$ cat src/rtl/modexp_pkg.sv
// modexp_pkg: shared types for the modular exponentiation controller.
//   state_t : controller FSM states
//   op_t    : tags which operation is in flight in the modulo unit, so that
//             the remainder returned in WAIT is written to the correct register
package modexp_pkg;

    typedef enum logic [2:0] {
        IDLE,
        REDUCE,
        SQR,
        MUL,
        WAIT,
        FINISH
    } state_t;

    typedef enum logic [1:0] {
        OP_RED,
        OP_SQR,
        OP_MUL
    } op_t;

endpackage

$ cat src/rtl/modexp_ctrl.sv
// modexp_ctrl: computes result = base^exponent mod modulus by left-to-right
// square-and-multiply. It owns the DATA_WIDTH x DATA_WIDTH multiplier and
// drives one external modulo unit, which sits beside this block in the parent.
// The modulo unit is bypassed whenever an operand is already below the modulus.
//
// Ports:
//   clk, reset          rising-edge clock, asynchronous active-high reset
//   req                 start pulse, only sampled in IDLE
//   base/exponent/modulus operands, latched when req is accepted
//   busy                high from the cycle after acceptance until valid
//   valid               one-cycle completion pulse
//   error               qualified by valid: modulus==0 (or modulo timeout)
//   result              held from valid until the next completion
//   mod_a/mod_m         dividend / modulant driven to the modulo unit
//   mod_start           one-cycle launch pulse to the modulo unit
//   mod_out/mod_done    remainder and done level from the modulo unit
//
// Optional feature macro: MODEXP_TIMEOUT_EN
//   Defined   : each modulo operation may spend at most MOD_TIMEOUT cycles in
//               WAIT; on expiry the operation finishes with error=1, result=0.
//   Undefined : WAIT only exits on mod_done or reset; MOD_TIMEOUT is unused.
module modexp_ctrl
    import modexp_pkg::*;
#(
    parameter int DATA_WIDTH  = 8,
    parameter int EXP_WIDTH   = 8,
    parameter int MOD_TIMEOUT = 1024
) (
    input  logic                    clk,
    input  logic                    reset,
    input  logic                    req,
    input  logic [DATA_WIDTH-1:0]   base,
    input  logic [EXP_WIDTH-1:0]    exponent,
    input  logic [DATA_WIDTH-1:0]   modulus,
    output logic                    busy,
    output logic                    valid,
    output logic                    error,
    output logic [DATA_WIDTH-1:0]   result,
    output logic [2*DATA_WIDTH:0]   mod_a,
    output logic [DATA_WIDTH-1:0]   mod_m,
    output logic                    mod_start,
    input  logic [DATA_WIDTH-1:0]   mod_out,
    input  logic                    mod_done
);

    localparam int PW = 2*DATA_WIDTH + 1;
    localparam int IW = (EXP_WIDTH > 1) ? $clog2(EXP_WIDTH) : 1;
    localparam logic [IW-1:0]         I_TOP = IW'(EXP_WIDTH - 1);
    localparam logic [IW-1:0]         I_ONE = IW'(1);
    localparam logic [DATA_WIDTH-1:0] D_ONE = DATA_WIDTH'(1);

    state_t                  state_r, state_n;
    op_t                     op_r, op_n;
    logic [EXP_WIDTH-1:0]    e_r, e_n;
    logic [DATA_WIDTH-1:0]   acc_r, acc_n;
    logic [DATA_WIDTH-1:0]   b_r, b_n;
    logic [IW-1:0]           i_r, i_n;
    logic                    err_r, err_n;

    logic                    busy_n, valid_n, error_n, mod_start_n;
    logic [DATA_WIDTH-1:0]   result_n, mod_m_n;
    logic [PW-1:0]           mod_a_n;

    logic [2*DATA_WIDTH-1:0] acc_w, b_w;
    logic [PW-1:0]           p, m_w;
    logic                    p_small, e_bit, last_bit;
    state_t                  bit_state;
    logic [IW-1:0]           bit_i;

`ifdef MODEXP_TIMEOUT_EN
    localparam int CW = $clog2(MOD_TIMEOUT + 1);
    localparam logic [CW-1:0] TMO_LAST = CW'(MOD_TIMEOUT - 1);
    localparam logic [CW-1:0] TMO_ONE  = CW'(1);
    logic [CW-1:0] tmo_r, tmo_n;
`else
    logic unused_timeout;
    assign unused_timeout = (MOD_TIMEOUT != 0);
`endif

    assign acc_w = {{DATA_WIDTH{1'b0}}, acc_r};
    assign b_w   = {{DATA_WIDTH{1'b0}}, b_r};
    assign m_w   = {{(PW-DATA_WIDTH){1'b0}}, mod_m};

    // Candidate product of the current op step; the destination can take it
    // directly when it is already reduced, otherwise it goes to the modulo unit.
    always_comb begin
        p = '0;
        case (state_r)
            REDUCE:  p = {{(PW-DATA_WIDTH){1'b0}}, b_r};
            SQR:     p = {1'b0, acc_w * acc_w};
            MUL:     p = {1'b0, acc_w * b_w};
            default: p = '0;
        endcase
    end

    assign p_small  = (p < m_w);
    assign e_bit    = e_r[i_r];
    assign last_bit = (i_r == '0);

    // Where the sequencer goes once the current exponent bit is fully handled.
    assign bit_state = last_bit ? FINISH : SQR;
    assign bit_i     = last_bit ? i_r : (i_r - I_ONE);

    // Next-state and datapath update. mod_done is ignored while mod_start is
    // still high: the launch edge has not reached the modulo unit yet, so its
    // done level may still belong to the previous operation.
    always_comb begin
        state_n     = state_r;
        op_n        = op_r;
        e_n         = e_r;
        acc_n       = acc_r;
        b_n         = b_r;
        i_n         = i_r;
        err_n       = err_r;
        busy_n      = busy;
        valid_n     = 1'b0;
        error_n     = error;
        result_n    = result;
        mod_a_n     = mod_a;
        mod_m_n     = mod_m;
        mod_start_n = 1'b0;
`ifdef MODEXP_TIMEOUT_EN
        tmo_n       = tmo_r;
`endif
        case (state_r)
            IDLE: begin
                if (req) begin
                    e_n     = exponent;
                    b_n     = base;
                    mod_m_n = modulus;
                    busy_n  = 1'b1;
                    if (modulus == '0) begin
                        err_n   = 1'b1;
                        state_n = FINISH;
                    end else begin
                        err_n   = 1'b0;
                        acc_n   = (modulus == D_ONE) ? '0 : D_ONE;
                        i_n     = I_TOP;
                        state_n = REDUCE;
                    end
                end
            end
            REDUCE, SQR, MUL: begin
                if (p_small) begin
                    case (state_r)
                        REDUCE: begin
                            b_n     = p[DATA_WIDTH-1:0];
                            state_n = SQR;
                        end
                        SQR: begin
                            acc_n = p[DATA_WIDTH-1:0];
                            if (e_bit) begin
                                state_n = MUL;
                            end else begin
                                state_n = bit_state;
                                i_n     = bit_i;
                            end
                        end
                        default: begin
                            acc_n   = p[DATA_WIDTH-1:0];
                            state_n = bit_state;
                            i_n     = bit_i;
                        end
                    endcase
                end else begin
                    mod_a_n     = p;
                    mod_start_n = 1'b1;
                    op_n        = (state_r == REDUCE) ? OP_RED :
                                  (state_r == SQR)    ? OP_SQR : OP_MUL;
                    state_n     = WAIT;
`ifdef MODEXP_TIMEOUT_EN
                    tmo_n       = '0;
`endif
                end
            end
            WAIT: begin
                if (mod_done && !mod_start) begin
                    case (op_r)
                        OP_RED: begin
                            b_n     = mod_out;
                            state_n = SQR;
                        end
                        OP_SQR: begin
                            acc_n = mod_out;
                            if (e_bit) begin
                                state_n = MUL;
                            end else begin
                                state_n = bit_state;
                                i_n     = bit_i;
                            end
                        end
                        default: begin
                            acc_n   = mod_out;
                            state_n = bit_state;
                            i_n     = bit_i;
                        end
                    endcase
                end
`ifdef MODEXP_TIMEOUT_EN
                else if (tmo_r == TMO_LAST) begin
                    err_n   = 1'b1;
                    state_n = FINISH;
                end else begin
                    tmo_n = tmo_r + TMO_ONE;
                end
`endif
            end
            FINISH: begin
                valid_n  = 1'b1;
                busy_n   = 1'b0;
                error_n  = err_r;
                result_n = err_r ? '0 : acc_r;
                state_n  = IDLE;
            end
            default: state_n = IDLE;
        endcase
    end

    // State, datapath and registered outputs; reset aborts any operation.
    always_ff @(posedge clk or posedge reset) begin
        if (reset) begin
            state_r   <= IDLE;
            op_r      <= OP_RED;
            e_r       <= '0;
            acc_r     <= '0;
            b_r       <= '0;
            i_r       <= '0;
            err_r     <= 1'b0;
            busy      <= 1'b0;
            valid     <= 1'b0;
            error     <= 1'b0;
            result    <= '0;
            mod_a     <= '0;
            mod_m     <= '0;
            mod_start <= 1'b0;
`ifdef MODEXP_TIMEOUT_EN
            tmo_r     <= '0;
`endif
        end else begin
            state_r   <= state_n;
            op_r      <= op_n;
            e_r       <= e_n;
            acc_r     <= acc_n;
            b_r       <= b_n;
            i_r       <= i_n;
            err_r     <= err_n;
            busy      <= busy_n;
            valid     <= valid_n;
            error     <= error_n;
            result    <= result_n;
            mod_a     <= mod_a_n;
            mod_m     <= mod_m_n;
            mod_start <= mod_start_n;
`ifdef MODEXP_TIMEOUT_EN
            tmo_r     <= tmo_n;
`endif
        end
    end

endmodule

$ cat config.mk
export PLATFORM = sky130hd
export DESIGN_NAME = modexp_ctrl
export DESIGN_NICKNAME = d
export VERILOG_FILES = /design/src/rtl/modexp_pkg.sv /design/src/rtl/modexp_ctrl.sv
export SDC_FILE = /design/constraint.sdc
export NUM_CORES = 1
export LEC_CHECK = 0
export ABC_AREA = 1
export CAP_MARGIN = 25
export CORE_ASPECT_RATIO = 1.5
export CORE_UTILIZATION = 46
export CTS_CLUSTER_SIZE = 16
export DETAILED_ROUTE_END_ITERATION = 10
export PLACE_DENSITY = 0.71
export SYNTH_ARGS = -nofsm -noshare
export SYNTH_HDL_FRONTEND = slang
export SYNTH_SLANG_ARGS = --single-unit
$ cat constraint.sdc
create_clock -name clk -period 4.7 [get_ports clk]
set_input_delay 0.94 -clock clk [delete_from_list [all_inputs] [get_ports clk]]
set_output_delay 0.94 -clock clk [all_outputs]
set_load 0.05 [all_outputs]
## Word level (Yosys, flattened, before mapping)

Cells that the tools add are included.
W data, S select, Z words.

- Register bits after elaboration: 70
- Input port bits: 36
- Word-level logic and storage cells: 94

- Add/subtract/negate cells: 1
- Multiply operators: 2
- Magnitude comparators: 2
- Equality and inequality tests: 15
- Muxes and demuxes: 44
- Bitwise operators: 1
- Reduce and logical (&&, ||, !) cells: 15

Operators with widths:

| operator | number |
|---|---|
| $mux W8 | 12 |
| $pmux W16 S3 | 1 |
| $pmux W8 S3 | 2 |
| $mux W3 | 12 |
| $mul A8 B8 Y16 | 2 |
| $pmux W3 S2 | 4 |
| $pmux W3 S3 | 2 |
| $lt A17 B8 Y1 | 1 |
| $ne A2 B2 Y1 const B | 7 |
| $eq A8 B1 Y1 const B | 1 |
| $logic_not A8 Y1 | 1 |
| $reduce_and A2 Y1 | 4 |
| $mux W1 | 7 |
| $reduce_and A7 Y1 | 1 |
| $eq A3 B2 Y1 const B | 2 |
| $eq A3 B3 Y1 const B | 2 |
| $logic_not A3 Y1 | 2 |
| $reduce_and A6 Y1 | 1 |
| $lt A3 B4 Y1 const B | 1 |
| $mux W2 | 2 |
| $bmux W1 S3 | 1 |
| $eq A3 B1 Y1 const B | 1 |
| $reduce_bool A3 Y1 | 1 |
| $reduce_or A3 Y1 | 1 |
| 9 further kinds | 9 |

## Depth between registers and ports, before layout

Gate-level depths: netlist of the first run.

- Word-level depth: 6
- Gate-level depth with buffers: 31

## Worst setup path before layout of the first run

No wires, ideal clock.

- Path type: register to register
- Start: register acc_r[4]
- End: register acc_r[1]
- Library setup time: 0.117 ns
- Arrival: 5.005 ns
- Slack: -0.422 ns
- Cell stages (with the launch flop): 27
- Clock period less this slack: 5.122 ns
- Cell sequence: dfrtp_1 clkbuf_1 clkbuf_1 nand2_1 fa_1 inv_1 fa_1 ha_1 inv_1 fa_1 inv_1 ha_1 nand2_1 nand3_2 or2_2 nand3_1 nand3_1 ha_1 a21oi_1 nand2_1 nand2_1 nand4_1 o21ai_2 nand3_1 buf_2 nand2_1 nand2_1

- Word-level cells in the longest chain between the ends: 5

RTL lines:

| item | RTL line | source |
|---|---|---|
| start, declared | modexp_ctrl.sv:55 | `logic [DATA_WIDTH-1:0] acc_r, acc_n;` |
| start signal, assigned | modexp_ctrl.sv:243 | `acc_r <= acc_n;` |
| $mul A8 B8 Y16 (on tied branches) | modexp_ctrl.sv:91, modexp_ctrl.sv:90 |  |
| $pmux W16 S3 * | modexp_ctrl.sv:88 | `case (state_r)` |
| named net p[6] | modexp_ctrl.sv:65 | `logic [PW-1:0] p, m_w;` |
| $lt A17 B8 Y1 * | modexp_ctrl.sv:96 | `assign p_small = (p < m_w);` |
| $ne A2 B2 Y1 (no source line) * | - |  |
| $reduce_and A7 Y1 (no source line) * | - |  |

Mark *: on every way through the listed nets, which the timed path passes. The rest lies on a longest branch.
A chain may end at the register's enable or synchronous reset.

## Worst setup path in the final report of the first run

- Start: register acc_r[3]
- End: register acc_r[2]

Same word-level chain as after synthesis.

==> results of run 1 <==
[power breakdown]
part	leakage, nW	internal (mW)	total (mW)	switching (mW)
clock network	0.160	0.484	0.766	0.282
registers	0.875	0.834	1.07	0.236
logic	5.23	1.80	4.48	2.67
total	6.26	3.12	6.31	3.19
[kinds of logic (layout without fill, tap and decap cells)]
| group | count (synthesis) | after routing | share of synthesized area [%] |
|---|---|---|---|
| compound gates | 77 | 77 | 5.70 |
| xor+xnor | 7 | 7 | 0.782 |
| other cells | 1 | 1 | 0.0478 |
| buf+inv | 308 | 488 | 15.2 |
| fa+ha+maj | 133 | 133 | 27.0 |
| flops | 69 | 69 | 22.0 |
| simple gates | 556 | 556 | 29.3 |
[timing repair]
| item | CTS | global route |
|---|---|---|
| setup endpoints to repair | 41 | 41 |
| gates resized for setup | 123 | 55 |
| pin swaps | 81 | 23 |
| cloned | 1 | 0 |
| hold buffers | 0 | 0 |
| buffers inserted | 25 | 13 |
[cell usage in the layout, fill, tap and decap left out, types with 29 or more instances in the layout]
| cell | Yosys | layout |
|---|---|---|
| ha_1 | 73 | 56 |
| nand3_1 | 65 | 43 |
| nand4_1 | 29 | 29 |
| o21ai_0 | 29 | 29 |
| nor2_1 | 45 | 34 |
| buf_4 | 3 | 118 |
| inv_1 | 258 | 232 |
| clkdlybuf4s50_1 | 0 | 71 |
| dfrtp_1 | 69 | 56 |
| inv_2 | 6 | 32 |
| nand2_2 | 0 | 44 |
| nand2_1 | 399 | 349 |
| fa_1 | 60 | 53 |
[worst max-delay path by stage]
stage              from        to  slack, ns  depth (start not counted)
2_1_floorplan  acc_r[7]  acc_r[5]      0.003                         25
3_3_place_gp   acc_r[3]  mod_a[2]      -0.36                         23
3_5_place_dp   acc_r[3]  mod_a[4]      -0.44                         24
4_1_cts        acc_r[3]  acc_r[2]      -0.09                         23
5_1_grt        acc_r[4]  mod_a[2]      -0.39                         27
6_report       acc_r[3]  acc_r[2]      -0.22                         23
[sequential cells by signal (all words and copies together), names as in the netlist, 3 cells and up]
signal and count:
acc_r 8, b_r 8, e_r 8, i_r 3, mod_a 16, mod_m 8, result 8, state_r 3
[per-stage QoR]
step	TNS, ns	hold WS (ns)	cells	power (mW)	utilization (%)
5_1_grt	-14.33	0.488	1541	6.78	63.9
2_1_floorplan	0	0.444	1151	3.48	-
6_report	-6.91	0.471	1541	6.31	63.9
3_5_place_dp	-14.40	0.464	1486	4.77	56.4
4_1_cts	-1.63	0.479	1528	6.02	62.2
3_3_place_gp	-11.82	0.458	1486	4.73	56.4
[per-layer routing]
layer / vias up / global-route usage, % / wire (um)
li1: 3826 / - / -
met1: 3806 / 29.4 / 8540
met2: 259 / 54.7 / 13400
met3: 107 / 2.81 / 809
met4: 0 / 17.8 / 1590
met5: - / 0 / 0
[layout make-up]
cell class / count / area (sq um) / share of cell area, %
Multi-Input combinational cell: 774 / 5510 / 51.6
Timing Repair Buffer: 207 / 1820 / 17.1
Sequential cell: 69 / 1740 / 16.3
Inverter: 265 / 995 / 9.33
Tap cell: 210 / 263 / 2.46
Clock buffer: 10 / 239 / 2.24
Clock inverter: 6 / 93.8 / 0.880
[critical path: stages, from the launching register on]
cell and delay [ns]:
dfrtp_2 0.47, buf_6 0.15, nand2_2 0.06, inv_2 0.04, fa_2 0.41, fa_1 0.49, inv_1 0.05, fa_1 0.45
fa_1 0.52, inv_2 0.05, ha_4 0.23, nand2_2 0.08, nand3_2 0.08, nand2_1 0.08, nand2_1 0.06, o221ai_2 0.29
ha_1 0.29, nand2_1 0.08, nand4_1 0.18, o21ai_4 0.26, nand3_4 0.14, buf_6 0.21, nand2_2 0.07, nand2_1 0.06
==> flow_summary.json, run 1 <==
{
  "dp_hpwl_mm": 19.0,
  "antenna_found_initial": 0,
  "ios": 73,
  "ir_drop_v": 0.000488,
  "fin_nets": 1495,
  "wl_per_cell_um": 15.8,
  "syn_area_sq_um": 7840,
  "hold_viol_final": 0,
  "dr.pass1.iters": 7,
  "yosys-top-cells-count": "nand2_1 (399), inv_1 (258), ha_1 (73)",
  "cts-htree-levels": 3,
  "dieArea_sq_um": 17600,
  "synth-seq-cells": 69,
  "setup_violations": 39,
  "vias_per_cell": 5.19,
  "async_flop_share_pct": 100,
  "grt_first_pass_wirelength_mm": 38.6,
  "min_from": "mod_a[15]",
  "cts_tree": "built",
  "pre_cts_ws_ns": -0.437,
  "yosysMostFrequentCell": "nand2_1",
  "p_leak_nw": 6.26,
  "end_kind": "flip-flop",
  "violations": "setup timing",
  "cellPowerDensity_nw_per_um2": 592,
  "path_class": "reg2reg",
  "ant_nets": 0,
  "postPlaceCellArea_sq_um": 9420,
  "track_usage_pct": 28.8,
  "worstMarginPinSlew_ns": 0.904,
  "clock_latency_ns": 0.34,
  "rsz0062_at_grt": "yes",
  "synth.avg_cell_area_sq_um": 6.81,
  "synth_edf_count": 0,
  "worstReg2RegEnd": "acc_r[2]",
  "reg2reg_depth": 23,
  "core_area_sq_um": 16700,
  "status": "finished with violations",
  "yosys.area.top_type": "dfrtp_1",
  "areaGrowthSynthToFinish_pct": 36.1,
  "timing.fmax_mhz": 203,
  "drt_iter0_drc": 402,
  "clock_sinks": 69,
  "clkTransAtPathRegs_ns": 0.06,
  "wirelength_mm": 24.3,
  "yosysWarnings": 0,
  "r2r_slack_ns": -0.22,
  "netlist_instances": 1151,
  "synth_top_area_share_pct": 22.0,
  "synthTopCellsByArea": "dfrtp_1 (22%), nand2_1 (19%), fa_1 (15%)",
  "timing.final.crit_period_ns": 4.92,
  "critPathLaunchType": "flip-flop",
  "drv_cap": 0,
  "die_h_um": 162,
  "grt_overflow": 0,
  "vias": 7998,
  "maxSlewViolCount": 0,
  "reg2reg_from": "acc_r[3]",
  "synth_top_flop_cell": "dfrtp_1",
  "grt_pass1_vias": 8076,
  "seq_area_frac_synth_pct": 22.0,
  "setup_slack_ns": -0.222,
  "clockBufferDepth": 2,
  "ys_types": 36,
  "cp.required_ns": 4.92,
  "synth_nets": 1320,
  "fin_area_sq_um": 10700,
  "whs_path_depth": 2,
  "drc": 0,
  "antennaDiodeCount": 0,
  "fin_crit_sh_pct": 105,
  "numPortBuffers": 71,
  "finClkSkew_ns": 0.00743,
  "maxSlewHeadroom_pct": 39.7,
  "grt_max_degree": 41,
  "drive_above_1_share_pct": 24.0,
  "die_width_um": 109,
  "gp_congestion": 0.947,
  "worstPathArrival_ns": 5.14,
  "critPathMaxFanout": 7,
  "fillCellCount": 1438,
  "cts-buffers-inserted": 9,
  "rows": 58,
  "root_buffer": "clkbuf_16",
  "start_util_pct": 47.0,
  "hold_path_class": "reg2reg",
  "hold-path-endpoint": "mod_a[15]"
}
Power figures use the tool's default switching activity.
==> inputs of run 2 (changes only) <==
--- a/config.mk
+++ b/config.mk
@@ -15,3 +15,4 @@
 export SYNTH_ARGS = -nofsm -noshare
 export SYNTH_HDL_FRONTEND = slang
 export SYNTH_SLANG_ARGS = --single-unit
+export TNS_END_PERCENT = 5
==> flow_summary.json, run 2 (same netlist as run 1, synthesis figures left out) <==
{
  "clkTransAtPathRegs_ns": 0.06,
  "final_cell_mix": "nand2_1 (361), inv_1 (235), buf_4 (111), clkdlybuf4s50_1 (71), ha_1 (58)",
  "fin_crit_sh_pct": 103,
  "vias_per_cell": 5.11,
  "holdWs_ns": 0.472,
  "cts_tree": "built",
  "p_clk_share_pct": 12.5,
  "dr.pass1.iters": 5,
  "dieArea_sq_um": 17600,
  "ir_drop_v": 0.000474,
  "timing.final.crit_period_ns": 4.86,
  "antenna_found_initial": 0,
  "stdcell_count": 1533,
  "p_leak_nw": 6.19,
  "setup_violations": 30,
  "p_seq_share_pct": 17.5,
  "rsz0062_at_grt": "yes",
  "utilization_pct": 63.1,
  "hold_buffers": 0,
  "setup_slack_ns": -0.156,
  "clockBufferDepth": 2,
  "die_width_um": 109,
  "rows": 58,
  "fillCellCount": 1469,
  "clock_sinks": 69,
  "grt_max_degree": 41,
  "cts-htree-levels": 3,
  "grt_first_pass_wirelength_mm": 38.6,
  "die_h_um": 162,
  "timing.fmax_mhz": 206,
  "wirelength_mm": 23.8,
  "dp_hpwl_mm": 19.0,
  "gp_congestion": 0.947,
  "numPortBuffers": 71,
  "multi_input_area_sq_um": 5450,
  "seqCellArea_sq_um": 1740,
  "worst_path_max_delay_cell": "fa_2",
  "hold_viol_final": 0,
  "drc": 0,
  "worstPathArrival_ns": 5.07,
  "status": "finished with violations",
  "critPathLaunchType": "flip-flop",
  "start_util_pct": 47.0,
  "cts-buffers-inserted": 9,
  "dr_wl_met2_mm": 13.2,
  "grt_overflow": 0,
  "met3_wirelength_um": 734,
  "combPwrFrac_pct": 70.0,
  "switching_share_pct": 50.7,
  "power_mw": 6.11,
  "intPower_mw": 3.01,
  "track_usage_pct": 28.8,
  "drive_above_1_share_pct": 22.1,
  "clock_latency_ns": 0.34,
  "cpMostUsedCell": "nand2_1",
  "violations": "setup timing",
  "drt-met1-wl_mm": 8.44,
  "placedCellCount": 1486,
  "largest_reg_flops": 16,
  "worstMarginPinSlew_ns": 0.866,
  "core_area_sq_um": 16700,
  "root_buffer": "clkbuf_16",
  "grt_pass1_vias": 8059,
  "antennaDiodeCount": 0,
  "cellPowerDensity_nw_per_um2": 580,
  "slowest_delay_ns": 0.58,
  "areaGrowthSynthToFinish_pct": 34.3,
  "hold_path_class": "reg2reg",
  "maxSlewHeadroom_pct": 42.2,
  "vias": 7840,
  "fin_nets": 1487,
  "cp.required_ns": 4.92,
  "end_kind": "flip-flop",
  "critPathMaxFanout": 6,
  "final_common_cell": "nand2_1",
  "largest_register": "mod_a",
  "ios": 73,
  "maxUsedRoutingLayer": "met4",
  "path_class": "reg2reg",
  "maxSlewViolCount": 0,
  "finClkSkew_ns": 0.00790,
  "drt_iter0_drc": 409,
  "wl_per_cell_um": 15.5,
  "drv_cap": 0,
  "p_sw_mw": 3.10,
  "ant_nets": 0
}
==> run 2: power groups by stage <==
stage | Sequential, mW | Clock (mW) | Combinational [mW]
after floorplan | 1.31 | 0 | 2.17
after global placement | 1.06 | 0 | 3.67
after detailed placement | 1.06 | 0 | 3.71
after CTS | 1.06 | 0.766 | 4.18
after global routing | 1.09 | 0.791 | 4.70
final | 1.07 | 0.763 | 4.28
==> run 2: critical path: cells and delay by family (launching register included) <==
kind                     cells  cell delay (ns)
buffers and inverters        6             0.57
flip-flops                   1             0.44
adder cells (fa/ha/maj)      5             2.33
AO/OA/AOI/OAI                1             0.25
AND/OR/NAND/NOR             14             1.14
==> run 2: area by class of cell <==
cell class	instances	share of cell area, %
inverter	265	9.45
tap	210	2.50
multi-input combinational	774	51.8
clock inverter	6	0.891
sequential	69	16.6
clock buffer	10	2.27
timing repair buffer	199	16.6
==> run 2: path summary, 6_finish.rpt <==
| check | start | endpoint | slack, ns | cells after the start |
|---|---|---|---|---|
| hold reg to reg | mod_a[15] | mod_a[15] | 0.47 | 2 |
| setup / recovery | acc_r[1] | acc_r[2] | -0.16 | 26 |
| hold / removal | mod_a[15] | mod_a[15] | 0.47 | 2 |
| min in group asynchronous | reset | valid | 1.08 | 2 |
| setup reg to reg | acc_r[1] | acc_r[2] | -0.16 | 26 |
| max in group asynchronous | reset | mod_a[8] | 2.69 | 3 |
==> run 2: timing repair <==
item | in CTS | in global routing
gates cloned | 1 | 0
pin swaps | 80 | 21
resized for setup | 118 | 37
setup buffers | 25 | 5
setup endpoints to repair | 41 | 41
==> run 2: per-layer routing <==
metal	track usage [%]	vias up
met5	0	-
met4	17.8	0
met3	2.81	89
met2	54.6	233
met1	29.4	3709
li1	-	3809
==> run 2: per-stage QoR <==
| step | instance area [sq um] | setup TNS, ns | setup slack (ns) |
|---|---|---|---|
| floorplan | 7990 | 0 | 0.00293 |
| global placement | 9420 | -11.82 | -0.355 |
| detailed placement | 9420 | -14.40 | -0.437 |
| CTS | 10400 | -1.61 | -0.0864 |
| global route | 10500 | -11.44 | -0.362 |
| finish | 10500 | -2.92 | -0.156 |
